### src/rtl/arb_mux4_rr.sv
`default_nettype none
// ============================================================================
//  Module      : arb_mux4_rr
//  Description : Round-robin arbiter that owns the select of a shared 4:1 mux.
//                One requester holds the output at a time. A grant lasts until
//                the owner drops its request or has held the output for
//                MAXHOLD consecutive cycles. The selected requester's data is
//                driven onto y, qualified by valid.
//  Ports       : clk    - system clock, rising edge
//                rst_n  - asynchronous active-low reset
//                req    - request vector, req[i] = requester i wants the output
//                D      - requester data, requester i at D[i*W +: W]
//                S      - registered mux select (current/last owner index)
//                gnt    - registered one-hot grant, zero when idle
//                valid  - OR of gnt
//                y      - D[S*W +: W] when valid, else zero (combinational)
//  Revision    : 1.0 - initial release
// ============================================================================
module arb_mux4_rr #(
    parameter int unsigned W       = 1,
    parameter int unsigned MAXHOLD = 4
) (
    input  logic             clk,
    input  logic             rst_n,
    input  logic [3:0]       req,
    input  logic [4*W-1:0]   D,
    output logic [1:0]       S,
    output logic [3:0]       gnt,
    output logic             valid,
    output logic [W-1:0]     y
);

    localparam int unsigned      CNT_W   = $clog2(MAXHOLD + 1);
    localparam logic [CNT_W-1:0] CNT_MAX = CNT_W'(MAXHOLD);
    localparam logic [CNT_W-1:0] CNT_ONE = CNT_W'(1);

    typedef enum logic [0:0] {
        ST_IDLE  = 1'b0,
        ST_GRANT = 1'b1
    } state_t;

    state_t           state_q, state_d;
    logic [3:0]       gnt_q,   gnt_d;
    logic [1:0]       sel_q,   sel_d;
    logic [1:0]       last_q,  last_d;
    logic [CNT_W-1:0] cnt_q,   cnt_d;

    logic             win_found;
    logic [1:0]       win_idx;
    logic [1:0]       cand;

    // Round-robin search starting just after the last owner. While granted,
    // last_q is the current owner, so the owner automatically ranks lowest
    // when its grant ends.
    always_comb begin
        win_found = 1'b0;
        win_idx   = last_q;
        cand      = 2'b00;
        for (int k = 1; k <= 4; k++) begin
            cand = last_q + 2'(k);
            if (!win_found && req[cand]) begin
                win_found = 1'b1;
                win_idx   = cand;
            end
        end
    end

    always_comb begin
        state_d = state_q;
        gnt_d   = gnt_q;
        sel_d   = sel_q;
        last_d  = last_q;
        cnt_d   = cnt_q;
        case (state_q)
            ST_IDLE: begin
                if (win_found) begin
                    state_d = ST_GRANT;
                    gnt_d   = 4'b0001 << win_idx;
                    sel_d   = win_idx;
                    last_d  = win_idx;
                    cnt_d   = CNT_ONE;
                end
            end
            ST_GRANT: begin
                if (!req[last_q] || (cnt_q == CNT_MAX)) begin
                    // Grant ends: hand over at this same edge if anyone asks,
                    // including a lone owner being re-granted at MAXHOLD.
                    if (win_found) begin
                        gnt_d  = 4'b0001 << win_idx;
                        sel_d  = win_idx;
                        last_d = win_idx;
                        cnt_d  = CNT_ONE;
                    end else begin
                        state_d = ST_IDLE;
                        gnt_d   = 4'b0000;
                        cnt_d   = '0;
                    end
                end else begin
                    cnt_d = cnt_q + CNT_ONE;
                end
            end
            default: begin
                state_d = ST_IDLE;
                gnt_d   = 4'b0000;
                cnt_d   = '0;
            end
        endcase
    end

    always_ff @(posedge clk or negedge rst_n) begin
        if (!rst_n) begin
            state_q <= ST_IDLE;
            gnt_q   <= 4'b0000;
            sel_q   <= 2'b00;
            last_q  <= 2'b11;
            cnt_q   <= '0;
        end else begin
            state_q <= state_d;
            gnt_q   <= gnt_d;
            sel_q   <= sel_d;
            last_q  <= last_d;
            cnt_q   <= cnt_d;
        end
    end

    assign S     = sel_q;
    assign gnt   = gnt_q;
    assign valid = |gnt_q;

    always_comb begin
        y = '0;
        if (valid) begin
            y = D[sel_q*W +: W];
        end
    end

endmodule
`default_nettype wire

### config.mk
export PLATFORM = sky130hd
export DESIGN_NAME = arb_mux4_rr
export DESIGN_NICKNAME = d
export VERILOG_FILES = /design/src/rtl/arb_mux4_rr.sv
export SDC_FILE = /design/constraint.sdc
export NUM_CORES = 1
export LEC_CHECK = 0
export ABC_CLOCK_PERIOD_IN_PS = 4400
export CORE_ASPECT_RATIO = 0.8
export CORE_MARGIN = 2
export CORE_UTILIZATION = 25
export DETAILED_ROUTE_END_ITERATION = 10
export GPL_TIMING_DRIVEN = 0
export PLACE_DENSITY = 0.43
export SYNTH_ARGS = -nofsm -noshare
export SYNTH_HDL_FRONTEND = slang
export SYNTH_SLANG_ARGS = --single-unit
### constraint.sdc
create_clock -name clk -period 4.4 [get_ports clk]
set_input_delay 0.88 -clock clk [delete_from_list [all_inputs] [get_ports clk]]
set_output_delay 0.88 -clock clk [all_outputs]
set_load 0.005 [all_outputs]
==> key figures, run 1 <==
Logic synthesis
  – Synth Instances: 57
  – Top_reg_cell synth: dfrtp_1
  – Register bit total from synthesis: 12
  – Post-synth top area share: 36.7%
  – Syn_area_per_cell: 12.0 um2
  – Post-synth top area cell: dfrtp_1
  – Synth warnings: 0
  – Syn_nets: 69
  – Synth top area cells: dfrtp_1, mux2_4, dfstp_2
  – Sequential area share after synthesis: 44.4%
  – Post-synth top cells: dfrtp_1, a32o_1, inv_1, mux2_4, nor2_1
  – Mapped Area: 682 um2
  – Count leader, synth: dfrtp_1
  – Number of synthesized flops with an enable pin: 0
  – Distinct cells, synth: 27
  – Share of flip-flops with an asynchronous set or reset: 100%

Critical path
  – Crit path DAT: 2330 ps
  – CP Cell Sequence: clkdlybuf4s50_1 > mux4_2 > and2_1 > clkdlybuf4s50_1
  – Slowest cell delay on critical path: between 400 and 500 ps
  – Cell mode on critical path: clkdlybuf4s50_1
  – Worst-path fanout max: 1
  – Startpoint types: input pin
  – WP data required: 3520 ps
  – Worst setup path class: in2out
  – CP Capture Type: output port
  – Worst path slowest cell: mux4_2

Floorplan
  – Die area: between 3000 and 4000 um2
  – Die Y: 50.7 um
  – Rows: 16
  – Io pins: 18
  – Die Span X: 62.4 um
  – Placeable Area: 2520 um2
  – Starting Density: 27.0%

STA
  – Final Max Tran Viols: 0
  – Worst slew pin tran: about 560 ps
  – RSZ-0062 raised after global routing: false
  – Setup_tns: 0 ps
  – Worst Skew: approximately 3.4 ps
  – Final Hold Viols: 0
  – Final Cycle Share: 72.9%
  – Setup ws final: roughly 1200 ps
  – Setup violations, final: 0
  – Crit path time final: 3210 ps
  – Rel. slew slack: 62.7%
  – Highest clock rate: between 300 and 400 MHz

Flow run
  – Max cap viols: 0

Drt
  – Drt initial violations: 12
  – Vias: 530
  – Post-Route WL: 1470 um
  – # DRC: 0
  – Antenna viol nets, final: 0
  – Detailed-route wire length per cell: between 10 and 15 um
  – Pre-Repair DR Iteration Count: 4
  – Via-to-Cell Ratio: between 4 and 5

Place
  – Routability congestion estimate: 0.824
  – Place WS: about 1200 ps
  – Hpwl dp: 1090 um
  – PortBufs: 17
  – Placed insts: 110

Finish
  – Final core occ: 36.6%
  – Layout area overhead: 35.4%
  – Final Non-Filler Cells: 114
  – Layout net count: 91
  – Antenna Cells: 0
  – Filler cell count in the final layout: 275
  – Share of cells above drive strength 1: 16.7%

Clock tree
  – CTS tree: built
  – Total CTS buffers: 3
  – Worst-path clk slew: 80 ps
  – CTS Sinks: 12
  – Postcts setup bufs: 0
  – PostCTS Resize Cnt: 0
  – Clock Path Buffers: 2
  – Latest clock arrival within the worst-skew pair: 270 ps
  – CTS HTree Levels: 1
  – Hold Buf Count CTS: 0
  – Root Buffer: clkbuf_4

Power and ir drop
  – Seq pwr share: 34.1%
  – Logic gate share of total power: about 54%
  – Maximum vdd drop: 0.000180 V
  – Leak: 0.380 nW
  – Psw: about 210 uW
  – Sw frac: between 30% and 40%
  – Clock power share: 11.6%
  – Pint: 412 uW
  – PwrDens: 673 nW/um2

Global routing
  – Vias in the first global route: 547
  – Gr usage total: between 10% and 20%
  – First-pass GRT wire length: 2660 um
  – Pin count of the biggest net entering global routing: 13
  – Grt ovf: 0
  – Initial antenna violation count: 0

Min path
  – HP Class: reg2reg

Status
  – Status: finished, final reports clean
==> power groups by stage <==
| stage | Clock [mW] | Sequential [mW] | Combinational, mW |
|---|---|---|---|
| 2_1_floorplan | 0 | 0.205 | 0.224 |
| 3_3_place_gp | 0 | 0.215 | 0.338 |
| 3_5_place_dp | 0 | 0.214 | 0.340 |
| 4_1_cts | 0.0762 | 0.213 | 0.343 |
| 5_1_grt | 0.0852 | 0.223 | 0.372 |
| 6_report | 0.0723 | 0.212 | 0.338 |
==> critical path: cells and delay by family <==
kind                   cells  cell delay (ps)
multiplexers               1              450
AND/OR/NAND/NOR            1              160
buffers and inverters      2              830
==> state kept, by name, indices dropped and copies added, names as in the netlist <==
signal / count
gnt: 4
cnt_q: 3
S: 2
last_q: 2
state_q: 1
==> cell families (layout without fill, tap and decap cells) <==
group	after synthesis	in the layout	share of synthesized area, %
AOI/OAI and AO/OA	16	16	19.5
and+or+nand+nor	15	15	11.7
DFF	12	12	44.4
muxes	7	7	16.9
buffers and inverters	5	26	3.85
adders and majority gates	2	2	3.67
==> layout make-up <==
class	instances	area (um2)	area share (%)
Tap cell	36	45.0	4.88
Buffer	1	11.3	1.22
Timing Repair Buffer	17	170	18.4
Clock buffer	4	26.3	2.85
Sequential cell	12	303	32.8
Inverter	4	15.0	1.63
Multi-Input combinational cell	40	353	38.2
==> placed cells by master, fill, tap and decap left out, types with 2 or more instances in the layout <==
cell / instances
a21oi_1: 2
a32o_1: 4
clkbuf_4: 3
clkdlybuf4s50_1: 17
dfrtp_1: 10
dfstp_2: 2
ha_1: 2
inv_1: 4
mux2_4: 4
mux4_2: 2
nand2_1: 2
nand2b_1: 2
nor2_1: 4
o21ai_0: 3
or4_1: 2
==> worst paths after layout <==
path | to | depth (start not counted) | from | slack (ps)
worst min-delay path | cnt_q[2] | 1 | cnt_q[2] | 490
max in group asynchronous | last_q[0] | 1 | rst_n | 3060
worst max-delay path | y | 4 | D[3] | 1190
worst min register to register | cnt_q[2] | 1 | cnt_q[2] | 490
min in group asynchronous | cnt_q[1] | 1 | rst_n | 960
worst max register to register | S[1] | 5 | last_q[0] | 2260
==> through the flow <==
stage | hold slack [ps] | area, um2 | total power [mW]
after floorplan | 451 | 682 | 0.429
after global placement | 484 | 897 | 0.553
after detailed placement | 484 | 897 | 0.553
after CTS | 496 | 923 | 0.633
after global routing | 536 | 923 | 0.680
final | 493 | 923 | 0.622
==> layer usage <==
| layer | vias to the layer above | wire length (um) | GRT usage (%) |
|---|---|---|---|
| li1 | 258 | - | - |
| met1 | 251 | 758 | 14.6 |
| met2 | 19 | 588 | 15.9 |
| met3 | 2 | 100 | 4.93 |
| met4 | 0 | 19 | 5.56 |
| met5 | - | 0 | 0 |
No activity file was read; power rests on OpenSTA's default activity.
==> inputs of run 2 (changes only) <==
ABC_CLOCK_PERIOD_IN_PS = 2900   (was 4400)
PLACE_DENSITY = 0.44   (was 0.43)
clock period = 2.9 ns   (was 4.4 ns; I/O delays follow)
==> key figures, run 2 (synthesis results as in run 1) <==
Status
  – Status: finished, final reports clean

STA
  – RSZ-0062 raised after global routing: false
  – Setup violations, final: 0
  – Final Cycle Share: 90.7%
  – Worst slew pin tran: ~540 ps
  – Final Hold Viols: 0
  – Crit path time final: 2630 ps
  – Setup_tns: 0 ps
  – Worst Skew: about 9.8 ps
  – Highest clock rate: 380 MHz
  – Rel. slew slack: 64.2%
  – Final Max Tran Viols: 0

Global routing
  – First-pass GRT wire length: 2390 um
  – Vias in the first global route: approximately 500
  – Initial antenna violation count: 0
  – Grt ovf: 0
  – Pin count of the biggest net entering global routing: 13
  – Gr usage total: 9.96%

Floorplan
  – Placeable Area: about 2500 um2
  – Rows: 16
  – Die Span X: 62.4 um
  – Io pins: 18
  – Die Y: 50.7 um
  – Starting Density: 27.0%
  – Die area: approximately 3200 um2

Critical path
  – Cell count of the worst reg-to-reg path: 5
  – WP data required: 2320 ps
  – Worst setup path class: in2out
  – Startpoint types: input pin
  – FF-to-FF setup slack: 750 ps
  – Crit path from: D[3]
  – Worst setup endpoint: y
  – Launching point of the worst reg2reg path: last_q[0]
  – Crit path DAT: slightly above 2000 ps
  – Reg2Reg Capture Point: S[1]
  – Worst-path fanout max: 1
  – CP Capture Type: output port

Drt
  – Detailed-route wire length per cell: 12.1 um
  – M1 WL: 716 um
  – Drt initial violations: 16
  – Via-to-Cell Ratio: about 4.6
  – Met2 wire len: 533 um
  – Pre-Repair DR Iteration Count: 4
  – Post-Route WL: approximately 1400 um
  – # DRC: 0
  – Met3 wire length: 98 um
  – Antenna viol nets, final: 0
  – Top Metal Used: met4
  – Vias: 526

Place
  – Routability congestion estimate: 0.759
  – Placed insts: 110
  – Hpwl dp: 1070 um
  – PortBufs: 17

Finish
  – Commonest non-fill, non-tap cell in the layout: clkdlybuf4s50_1
  – Commonest cells after routing, fill and taps aside: clkdlybuf4s50_1, dfrtp_1
  – Final Non-Filler Cells: around 110
  – Share of cells above drive strength 1: 16.7%
  – Antenna Cells: 0
  – Layout area overhead: 35.4%
  – Final core occ: 36.6%
  – Layout net count: 91
  – Max reg flops: 4

Clock tree
  – CTS tree: built
  – CTS Sinks: 12
  – Root Buffer: clkbuf_4
  – Clock Path Buffers: 2
  – Postcts setup bufs: 0
  – Latest clock arrival within the worst-skew pair: 270 ps
  – Total CTS buffers: 3
  – CTS HTree Levels: 1
  – Worst-path clk slew: 80 ps
  – PostCTS Resize Cnt: 0
  – Hold Buf Count CTS: 0

Min path
  – HP Class: reg2reg

Power and ir drop
  – Psw: 312 uW
  – Leak: 0.380 nW
  – PwrDens: just over 1000 nW/um2
  – Pint: roughly 620 uW
  – Sw frac: approximately 33%
  – Seq pwr share: approximately a third
  – Logic gate share of total power: 54.3%
  – Maximum vdd drop: between 0.0002 and 0.00025 V
  – Clock power share: between 10 and 15%

Flow run
  – Max cap viols: 0
## run 2: cell counts in the layout (fill, tap and decap cells not counted)
No cell type changed its count.
## run 2: worst min path at each step
stage                     startpoint       end  slack (ps)  cells after the start
final                       cnt_q[2]  cnt_q[2]         500                      1
after global routing        cnt_q[2]  cnt_q[2]         500                      1
after CTS                   cnt_q[2]  cnt_q[2]         490                      1
after detailed placement    cnt_q[2]  cnt_q[2]         480                      1
after global placement      cnt_q[2]  cnt_q[2]         490                      1
after floorplan                rst_n      S[0]         280                      0
## run 2: metal layers
layer,vias up,track usage [%]
met3,2,2.24
li1,259,-
met1,246,14.3
met2,19,12.5
met5,-,0
met4,0,7.78
## run 2: worst max-delay path, stage by stage
cell and delay, ps:
clkdlybuf4s50_1 410, mux4_2 460, and2_1 170, clkdlybuf4s50_1 440
## run 2: final cells by class
| type | count | area, um2 |
|---|---|---|
| plain buffers | 1 | 11.3 |
| clock buffers | 4 | 26.3 |
| fillers | 268 | 1600 |
| inverters | 4 | 15.0 |
| multi-input cells | 40 | 353 |
| flip-flops and latches | 12 | 303 |
| well taps | 36 | 45.0 |
| repair buffers | 17 | 170 |
## run 2: stage by stage
step / hold slack [ps] / instance area (um2) / power, mW / setup slack (ps)
after global routing: 503 / 923 / 1.01 / 226
after global placement: 485 / 897 / 0.841 / 261
after floorplan: 284 / 682 / 0.652 / 884
after CTS: 492 / 923 / 0.950 / 260
after detailed placement: 480 / 897 / 0.840 / 265
final: 495 / 923 / 0.937 / 271
## run 2: power groups by stage
stage / Clock (mW) / Combinational [mW] / Sequential [mW]
2_1_floorplan: 0 / 0.340 / 0.311
3_3_place_gp: 0 / 0.513 / 0.327
3_5_place_dp: 0 / 0.513 / 0.327
4_1_cts: 0.110 / 0.516 / 0.324
5_1_grt: 0.121 / 0.557 / 0.337
6_report: 0.106 / 0.509 / 0.322
==> inputs of run 3 (changes only) <==
CORE_MARGIN = 1.5   (was 2)
==> key figures, run 3 (synthesis results as in run 1) <==
STA
  – Setup ws final: 296 ps
  – Final Hold Viols: 0
  – Setup_tns: 0 ps
  – RSZ-0062 raised after global routing: false
  – Rel. slew slack: 63.6%
  – Worst slew pin tran: 544 ps
  – Final Cycle Share: 89.8%
  – Worst Skew: 5.76 ps
  – Final Max Tran Viols: 0
  – Setup violations, final: 0
  – Highest clock rate: ~380 MHz
  – Crit path time final: roughly 2600 ps
  – Final Hold Slack: approximately 490 ps

Global routing
  – Initial antenna violation count: 0
  – Vias in the first global route: 480
  – Grt ovf: 0
  – Pin count of the biggest net entering global routing: 13
  – First-pass GRT wire length: 2290 um
  – Gr usage total: 10.5%

Power and ir drop
  – PwrDens: 1020 nW/um2
  – Leak: 0.380 nW
  – Tot Pwr: 938 uW
  – Maximum vdd drop: around 0.00020 V

Place
  – PortBufs: 17
  – Routability congestion estimate: between 0.7 and 0.8
  – Hpwl dp: 1050 um
  – Place WS: 270 ps

Clock tree
  – Clock Path Buffers: 2
  – Worst-path clk slew: 80 ps
  – CTS tree: built
  – PostCTS Resize Cnt: 0
  – Latest clock arrival within the worst-skew pair: 280 ps
  – CTS Sinks: 12
  – Postcts setup bufs: 0
  – Root Buffer: clkbuf_4
  – CTS HTree Levels: 1
  – Hold Buf Count CTS: 0
  – Total CTS buffers: 3

Drt
  – Antenna viol nets, final: 0
  – Via-to-Cell Ratio: 4.71
  – Top Metal Used: met4
  – Pre-Repair DR Iteration Count: 2
  – Detailed-route wire length per cell: 12.0 um
  – Vias: 537
  – Post-Route WL: 1370 um
  – Met2 wire len: ~520 um
  – Met3 wire length: 79 um
  – # DRC: 0
  – Drt initial violations: 9
  – M1 WL: 733 um

Critical path
  – WP data required: 2320 ps
  – Critical path buffers and inverters: 2
  – CP top delay family: buffers and inverters
  – Startpoint types: input pin
  – Worst setup path class: in2out
  – Slowest cell delay on critical path: around 450 ps
  – CP Cell Sequence: clkdlybuf4s50_1 > mux4_2 > and2_1 > clkdlybuf4s50_1
  – CP Capture Type: output port
  – Worst-path fanout max: 1
  – Crit path DAT: just over 2000 ps
  – Cell mode on critical path: clkdlybuf4s50_1
  – Worst path slowest cell: mux4_2

Finish
  – Commonest non-fill, non-tap cell in the layout: clkdlybuf4s50_1
  – Max reg flops: 4
  – Antenna Cells: 0
  – Layout net count: 91
  – Layout area overhead: 35.4%
  – Share of cells above drive strength 1: between 10% and 20%
  – Final core occ: between 30% and 40%
  – Commonest cells after routing, fill and taps aside: clkdlybuf4s50_1, dfrtp_1

Floorplan
  – Starting Density: 27.0%
  – Placeable Area: between 2000 and 3000 um2
  – Io pins: 18
  – Rows: 16
  – Die area: 3050 um2
  – Die Span X: slightly above 60 um
  – Die Y: 49.7 um

Flow run
  – Max cap viols: 0

Status
  – Status: finished, final reports clean

Min path
  – HP Class: reg2reg
==> run 3: cell counts in the layout (fill, tap and decap cells not counted) <==
Identical to the previous run, type by type.
==> run 3: power by group <==
part | total, mW | switching, mW | internal, mW
Sequential | 0.322 | 0.0712 | 0.251
Clock | 0.110 | 0.0571 | 0.0533
Combinational | 0.505 | 0.186 | 0.320
Total | 0.938 | 0.314 | 0.624
==> run 3: per-stage QoR <==
stage	instance area (um2)	instances
6_report	923	114
5_1_grt	923	114
4_1_cts	923	114
3_5_place_dp	897	110
3_3_place_gp	897	110
2_1_floorplan	682	57
==> run 3: final timing paths <==
path	depth (start not counted)	slack, ps	to	from
hold reg to reg	1	490	cnt_q[2]	cnt_q[2]
hold / removal	1	490	cnt_q[2]	cnt_q[2]
max in group asynchronous	1	1870	last_q[1]	rst_n
setup / recovery	4	300	y	D[3]
min in group asynchronous	1	650	cnt_q[0]	rst_n
setup reg to reg	5	740	S[0]	last_q[0]
==> run 3: per-layer routing <==
layer / GRT usage, % / vias up
li1: - / 259
met1: 16.3 / 256
met2: 12.8 / 18
met3: 1.57 / 4
met4: 7.45 / 0
met5: 0 / -
==> run 3: final cells by class <==
| cell class | count | area (um2) |
|---|---|---|
| buffer | 1 | 11.3 |
| clock buffer | 4 | 26.3 |
| fill | 278 | 1600 |
| inverter | 4 | 15.0 |
| multi-input combinational | 40 | 353 |
| sequential | 12 | 303 |
| tap | 36 | 45.0 |
| timing repair buffer | 17 | 170 |
